$ cat src/rtl/wb_stage.sv
// Writeback stage: an in-order write queue between EXWB and the RegisterFile
// write port. It also forwards pending results to Decode and keeps sticky exception flags.
module wb_stage #(
  parameter int DSIZE = 32,
  parameter int ASIZE = 5,
  parameter int DEPTH = 4
) (
  input  logic                     clk,
  input  logic                     rst_n,
  input  logic                     in_valid,
  output logic                     in_ready,
  input  logic [ASIZE-1:0]         in_addr,
  input  logic [DSIZE-1:0]         in_data,
  input  logic [3:0]               in_flags,
  output logic                     rf_we,
  output logic [ASIZE-1:0]         rf_waddr,
  output logic [DSIZE-1:0]         rf_wdata,
  input  logic                     rf_wready,
  input  logic [ASIZE-1:0]         fwd_addr_l,
  input  logic [ASIZE-1:0]         fwd_addr_r,
  output logic                     fwd_hit_l,
  output logic [DSIZE-1:0]         fwd_data_l,
  output logic                     fwd_hit_r,
  output logic [DSIZE-1:0]         fwd_data_r,
  input  logic                     clear_flags,
  output logic [3:0]               sticky_flags,
  output logic [$clog2(DEPTH):0]   count
);

  localparam int PW = $clog2(DEPTH);
  localparam int CW = PW + 1;

  logic [ASIZE-1:0] addr_q [DEPTH];
  logic [DSIZE-1:0] data_q [DEPTH];
  logic [DEPTH-1:0] valid_q, valid_d;
  logic [PW-1:0]    wr_ptr_q, wr_ptr_d;
  logic [PW-1:0]    rd_ptr_q, rd_ptr_d;
  logic [CW-1:0]    count_q, count_d;
  logic [3:0]       sticky_q, sticky_d;
  logic             push, pop;
  logic [PW-1:0]    idx;

  assign in_ready     = (count_q != CW'(DEPTH));
  assign push         = in_valid && in_ready;
  assign rf_we        = valid_q[rd_ptr_q];
  assign rf_waddr     = addr_q[rd_ptr_q];
  assign rf_wdata     = data_q[rd_ptr_q];
  assign pop          = rf_we && rf_wready;
  assign count        = count_q;
  assign sticky_flags = sticky_q;

  always_comb begin
    valid_d  = valid_q;
    wr_ptr_d = wr_ptr_q;
    rd_ptr_d = rd_ptr_q;
    sticky_d = sticky_q;
    if (pop) begin
      valid_d[rd_ptr_q] = 1'b0;
      rd_ptr_d          = rd_ptr_q + PW'(1);
    end
    if (push) begin
      valid_d[wr_ptr_q] = 1'b1;
      wr_ptr_d          = wr_ptr_q + PW'(1);
    end
    count_d = count_q + CW'(push) - CW'(pop);
    // Clear takes effect before the same-cycle accumulate.
    if (clear_flags) sticky_d = '0;
    if (push)        sticky_d = sticky_d | in_flags;
  end

  always_ff @(posedge clk) begin
    if (!rst_n) begin
      valid_q  <= '0;
      wr_ptr_q <= '0;
      rd_ptr_q <= '0;
      count_q  <= '0;
      sticky_q <= '0;
    end else begin
      valid_q  <= valid_d;
      wr_ptr_q <= wr_ptr_d;
      rd_ptr_q <= rd_ptr_d;
      count_q  <= count_d;
      sticky_q <= sticky_d;
    end
  end

  always_ff @(posedge clk) begin
    if (push) begin
      addr_q[wr_ptr_q] <= in_addr;
      data_q[wr_ptr_q] <= in_data;
    end
  end

  // Scan oldest to youngest so a later match overrides an earlier one.
  always_comb begin
    fwd_hit_l  = 1'b0;
    fwd_data_l = '0;
    fwd_hit_r  = 1'b0;
    fwd_data_r = '0;
    idx        = '0;
    for (int unsigned k = 0; k < DEPTH; k++) begin
      idx = rd_ptr_q + PW'(k);
      if (valid_q[idx] && (addr_q[idx] == fwd_addr_l)) begin
        fwd_hit_l  = 1'b1;
        fwd_data_l = data_q[idx];
      end
      if (valid_q[idx] && (addr_q[idx] == fwd_addr_r)) begin
        fwd_hit_r  = 1'b1;
        fwd_data_r = data_q[idx];
      end
    end
  end

endmodule
$ cat config.mk
export PLATFORM = sky130hd
export DESIGN_NAME = wb_stage
export DESIGN_NICKNAME = d
export VERILOG_FILES = /design/src/rtl/wb_stage.sv
export SDC_FILE = /design/constraint.sdc
export NUM_CORES = 1
export LEC_CHECK = 0
export CAP_MARGIN = 20
export CORE_MARGIN = 2
export CORE_UTILIZATION = 62
export CTS_BUF_LIST = sky130_fd_sc_hd__clkbuf_4 sky130_fd_sc_hd__clkbuf_8
export DETAILED_ROUTE_END_ITERATION = 8
export GPL_TIMING_DRIVEN = 0
export PLACE_DENSITY_LB_ADDON = 0.25
export SKIP_LAST_GASP = 1
export SYNTH_ARGS = -nofsm -noshare
export SYNTH_HDL_FRONTEND = slang
export SYNTH_SLANG_ARGS = --single-unit
$ cat constraint.sdc
create_clock -name clk -period 7.7 [get_ports clk]
set_input_delay 0.77 -clock clk [delete_from_list [all_inputs] [get_ports clk]]
set_output_delay 0.77 -clock clk [all_outputs]
set_load 0.03 [all_outputs]
# After elaboration in Yosys (flattened, before gate mapping)
# Memories as Yosys holds them, arrays and structs flattened. A register that Yosys moved wholly into a read port is not among the register bits.
# Index checks and enable logic that the tools add are counted.
[totals] ram_bits=148 memories=2 output_inout_bits=112 ff_bits=15
[op_classes] n_mux=38 n_reduce_logical=12 n_bitwise=4 eq_ne=9 n_lt_le_gt_ge=7 n_addsub=6
[memory_table] memory="data_q" words=4 width=32 rd=4 rd_clocked_by_memory_dff=1 write_ports=1 line_no="34" text="logic [DSIZE-1:0] data_q [DEPTH];"
[memory_table] memory="addr_q" words=4 width=5 rd=4 rd_clocked_by_memory_dff=1 write_ports=1 line_no="33" text="logic [ASIZE-1:0] addr_q [DEPTH];"
[ops] cell="$mux 32" n=8
[ops] cell="$eq 5x5->1" n=8
[ops] cell="$mux 1" n=16
[ops] cell="$mux 4" n=4
[ops] cell="$lt 2x3->1 const B" n=5
[ops] cell="$logic_and 1x1->1" n=12
[ops] cell="$bmux 1 s2" n=4
[ops] cell="$mux 2" n=4
[ops] cell="$or 4x4->4" n=2
[ops] cell="$add 2x1->2 const B" n=2
[ops] cell="$add 2x2->2 const B" n=2
[ops] cell="$and 4x4->4" n=1
[ops] cell="$demux 1 s2" n=2
[ops] cell="$ge 2x1->1 const B" n=2
[ops] cell="$not 4->4" n=1
[ops] cell="$add 3x1->3" n=1
[ops] cell="$ne 3x3->1 const B" n=1
[ops] cell="$sub 3x1->3" n=1

# Longest topological paths before layout
[depth] word_depth=9 mapped_depth=17 mapped_depth_nobuf=11

# Worst setup path after synthesis
# OpenSTA, ideal clock, no wires.
[synth_path] kind="flip-flop to output port" from="register rd_ptr_q[0]" to="output fwd_data_r[2]" arrival_time_ps=4477 path_stages_with_launch=16 setup_slack_ps=2453 path_cell_list="dfxtp_1 -> buf_6 -> buf_12 -> buf_2 -> buf_1 -> buf_2 -> inv_1 -> ha_1 -> buf_4 -> mux4_2 -> xnor2_2 -> nand2_2 -> or4_4 -> buf_6 -> mux2i_1 -> a221oi_1"
[synth_via] word_cells_on_any_way=24
[synth_lines] element="start: declaration" line_no="37" text="logic [PW-1:0] rd_ptr_q, rd_ptr_d;"
[synth_lines] element="start signal: assignment" line_no="81" text="rd_ptr_q <= rd_ptr_d;"
[synth_lines] element="$add 2x2->2 *" line_no="102" text="idx = rd_ptr_q + PW'(k);"
[synth_lines] element="net idx[0]" line_no="41" text="logic [PW-1:0] idx;"
[synth_lines] element="$mem_v2 4x5 or $bmux 1 s2 (tied branches)"
[synth_lines] element="$eq 5x5->1 or $mux 1 (tied branches)" line_no="107" text="if (valid_q[idx] && (addr_q[idx] == fwd_addr_r)) begin"
[synth_lines] element="$logic_and 1x1->1" line_no="107"
[synth_lines] element="$mux 32 *" line_no="107"
[synth_lines] element="end: declaration" line_no="24" text="output logic [DSIZE-1:0] fwd_data_r,"
# The timed path passes the listed nets; every way through them passes the cells marked *. The select of a mux whose other input is x is not followed.

# Worst setup path after layout
[layout_path] from="register rd_ptr_q[0]" to="output fwd_data_r[22]"
# Same word-level chain as after synthesis.

==> results.md <==
- Core Area: 18700 sq um
- Predominant post-synthesis flop cell: edfxtp_1
- CTS H-tree lvls: 4
- Syn Inst Count: 892
- Diodes inserted: 0
- Port Buf Inserts: 163
- Pint: 1.87 mW
- Root buf cell: clkbuf_8
- Initial DRC count: 1608
- Async S/R FF share, synth: 0%
- CP delay by family, top: buffers and inverters
- Total routed wirelength: 37.1 mm
- Reg2reg start: rd_ptr_q[0]$_SDFFE_PN0P_
- Startpoint Class: flop
- Unique masters post-synth: 58
- First-pass GRT wire length: 56.5 mm
- CTS hold repair buffers: 0
- Initial DRT Pass Iterations: 7
- Final Skew: 19.8 ps
- Max Cap Violations: 0
- Pwr Total: 3.04 mW
- Syn Nets: 959
- # Post-CTS Setup Buffers: 0
- Layout cells sized above 1: 22.3%
- Sw Ratio: 38.5%
- # rows: 50
- Final Hold Viols: 0
- Area Growth Syn to Fin: 20.4%
- Die width: 142 um
- Comb power frac: 41.6%
- Setup crit start: rd_ptr_q[0]$_SDFFE_PN0P_
- Die area: 20100 sq um
- Worst skew pair latency: 480 ps
- Initial antenna violation count: 0
- Post-route setup TNS: 0 ps
- P_sw: 1.17 mW
- Drc violations: 0
- PostCTS Resize Cnt: 0
- Max Slew Vio Count: 0
- Yosys reg bits: 165
- Min-delay src: valid_q[0]$_SDFF_PN0_
- Cell mode on critical path: buf_2
- Initial Utilization: 63.0%
- CP max stage delay: 790 ps
- PD cells: 214 nW/um^2
- R2R depth: 15
- HP Class: reg2reg
- Final Critical Period: 7500 ps
- RePlAce Congestion: 0.976
- Final setup fails: 0
- Leak pwr: 4.51 nW
- Seq/Total Area, Yosys: 40.6%
- Antenna-violating nets left: 0
- Critical path buffer and inverter count: 10
- Pin count of the biggest net entering global routing: 30
- Clock share of power: 20.5%
- Slowest CP cell: clkdlybuf4s50_1
- Syn Std Cell Area: 11800 sq um
- Vias per cell: 7.49
- CTS buffer count: 17
- Hold depth: 2
- DP Wirelength: 26.4 mm
- Critical path data arrival time: 6730 ps
- Ports: 168
- Vias in the first global route: 9843
- DR WL/cell: 28.0 um
- Maximum vdd drop: 144 uV
- Clk buf depth: 2
- Worst-Margin Slew: 947 ps
- Post-synth EDFFs: 148
- Worst-path clk slew: 100 ps
- Syn Area/Cell: 13.2 sq um
- Grt ovf: 0
- Fmax: 133 MHz
- Syn. warnings: 0
- Status: finished, final reports clean
- Tot GR Track Use: 37.8%
- Worst-path maximum fanout: 10
- Share of power burned in registers: 37.9%
- CP Class: reg2out
- CTS sink cnt: 165
- Die extent in y: 142 um
- Slew margin rel.: 36.9%
- Crit path depth: 15
- Final worst-path cycle share: 97.4%
- Worst setup margin: 197 ps
- RSZ-0062 raised after global routing: no
- Layout net count: 1145
- Worst EP required: 6930 ps
- Via count of the routed design: 9927
- CTS tree: built
- Post-Place Worst Slack: 1010 ps
- Crit path cell chain: buf_6 > buf_12 > buf_2 > buf_1 > buf_2 > inv_1 > ha_1 > buf_4 > buf_2 > mux4_2 > nand2_1 > nor2_4 > buf_1 > a221oi_1 > clkdlybuf4s50_1
- Crit. End Element: primary output
## power groups by stage
stage / clock network [mW] / registers [mW] / logic, mW
3_3_place_gp: 0 / 1.16 / 1.19
4_1_cts: 0.624 / 1.15 / 1.24
5_1_grt: 0.655 / 1.16 / 1.32
3_5_place_dp: 0 / 1.17 / 1.24
2_1_floorplan: 0 / 1.16 / 0.827
6_report: 0.622 / 1.15 / 1.26
## final timing paths
| path | endpoint | slack, ps |
|---|---|---|
| setup reg to reg | flop | 2900 |
| hold reg to reg | valid_q[0]$_SDFF_PN0_ | 560 |
| hold / removal | valid_q[0]$_SDFF_PN0_ | 560 |
| setup / recovery | fwd_data_r[22] | 200 |
## cells in the final DEF, fill, tap and decap left out, types with 5 or more instances in the layout
master and instances:
nand3_1 30, nor2_1 18, clkbuf_1 36, nor2b_1 14
inv_1 17, clkdlybuf4s50_1 163, mux2i_1 51, a31oi_1 10
xnor2_1 29, buf_1 10, o21ai_0 36, a221oi_1 6
a211oi_1 25, and3_1 23, o22ai_1 13, o21ai_1 24
o211ai_2 12, a311oi_1 21, mux4_2 130, and2_1 12
xor2_1 10, nor3_1 17, nand2b_1 17, a21oi_1 13
ha_1 10, mux2_2 5, o211ai_1 5, edfxtp_1 148
buf_2 27, nand2_1 50, clkbuf_8 17, buf_6 7
buf_12 6, dfxtp_1 17
## stage by stage
stage               hold WS, ps  area, sq um  util [%]  instances
floorplan                   510        11800         -        892
global placement            533        13700      73.3       1289
detailed placement          548        13800      73.8       1293
CTS                         561        14200      75.9       1325
global route                583        14200      75.9       1325
finish                      560        14200      75.9       1325
## synth_stat cells (12+ instances only)
cell / count / area (sq um)
a211oi_1: 25 / 188
a21oi_1: 13 / 65.1
a311oi_1: 21 / 184
and2_1: 12 / 75.1
and3_1: 27 / 169
buf_2: 27 / 135
clkbuf_1: 36 / 135
dfxtp_1: 17 / 340
edfxtp_1: 148 / 4440
inv_1: 17 / 63.8
mux2i_1: 51 / 510
mux4_2: 130 / 2930
nand2_1: 50 / 188
nand2b_1: 17 / 106
nand3_1: 30 / 150
nor2_1: 18 / 67.6
nor2b_1: 14 / 87.6
nor3_1: 17 / 85.1
o211ai_2: 12 / 150
o21ai_0: 36 / 180
o21ai_1: 24 / 120
o22ai_1: 13 / 81.3
xnor2_1: 29 / 254
## sequential cells by signal, summed over array words and instances, names as in the netlist, named ones only
signal,count
data_q,128
addr_q,20
sticky_flags,4
valid_q,4
count,3
rd_ptr_q,2
wr_ptr_q,2
## per-layer routing
| metal | global-route usage, % | part of all wire (%) | wire, um | vias up |
|---|---|---|---|---|
| li1 | - | - | - | 4001 |
| met1 | 51.4 | 35 | 12900 | 4756 |
| met2 | 58.8 | 46 | 17100 | 972 |
| met3 | 9.89 | 15 | 5490 | 198 |
| met4 | 16.1 | 4.5 | 1670 | 0 |
| met5 | 0 | 0 | 0 | - |
## worst reg2reg max path, delay by kind of cell, from the launching register on
family	cells	cell delay [ps]
compound gates	1	80
fa+ha+maj	1	420
buf+inv	11	3610
flops	1	410
simple gates	2	220
## area by class of cell
class / instances / area, sq um
buffer: 85 / 449
clock buffer: 17 / 234
clock inverter: 15 / 161
fill: 1142 / 4510
inverter: 18 / 67.6
multi-input combinational: 624 / 6490
sequential: 165 / 4780
tap: 234 / 293
timing repair buffer: 167 / 1710
## kinds of logic after synthesis
| kind of cell | after synthesis | share of synthesized area [%] |
|---|---|---|
| compound gates | 176 | 10.5 |
| fa+ha+maj | 11 | 1.23 |
| mux | 190 | 30.5 |
| flops | 165 | 40.6 |
| xor+xnor | 43 | 3.45 |
| simple gates | 204 | 9.28 |
| buf+inv | 103 | 4.38 |
Note: power is estimated with default switching activity, not from simulation.
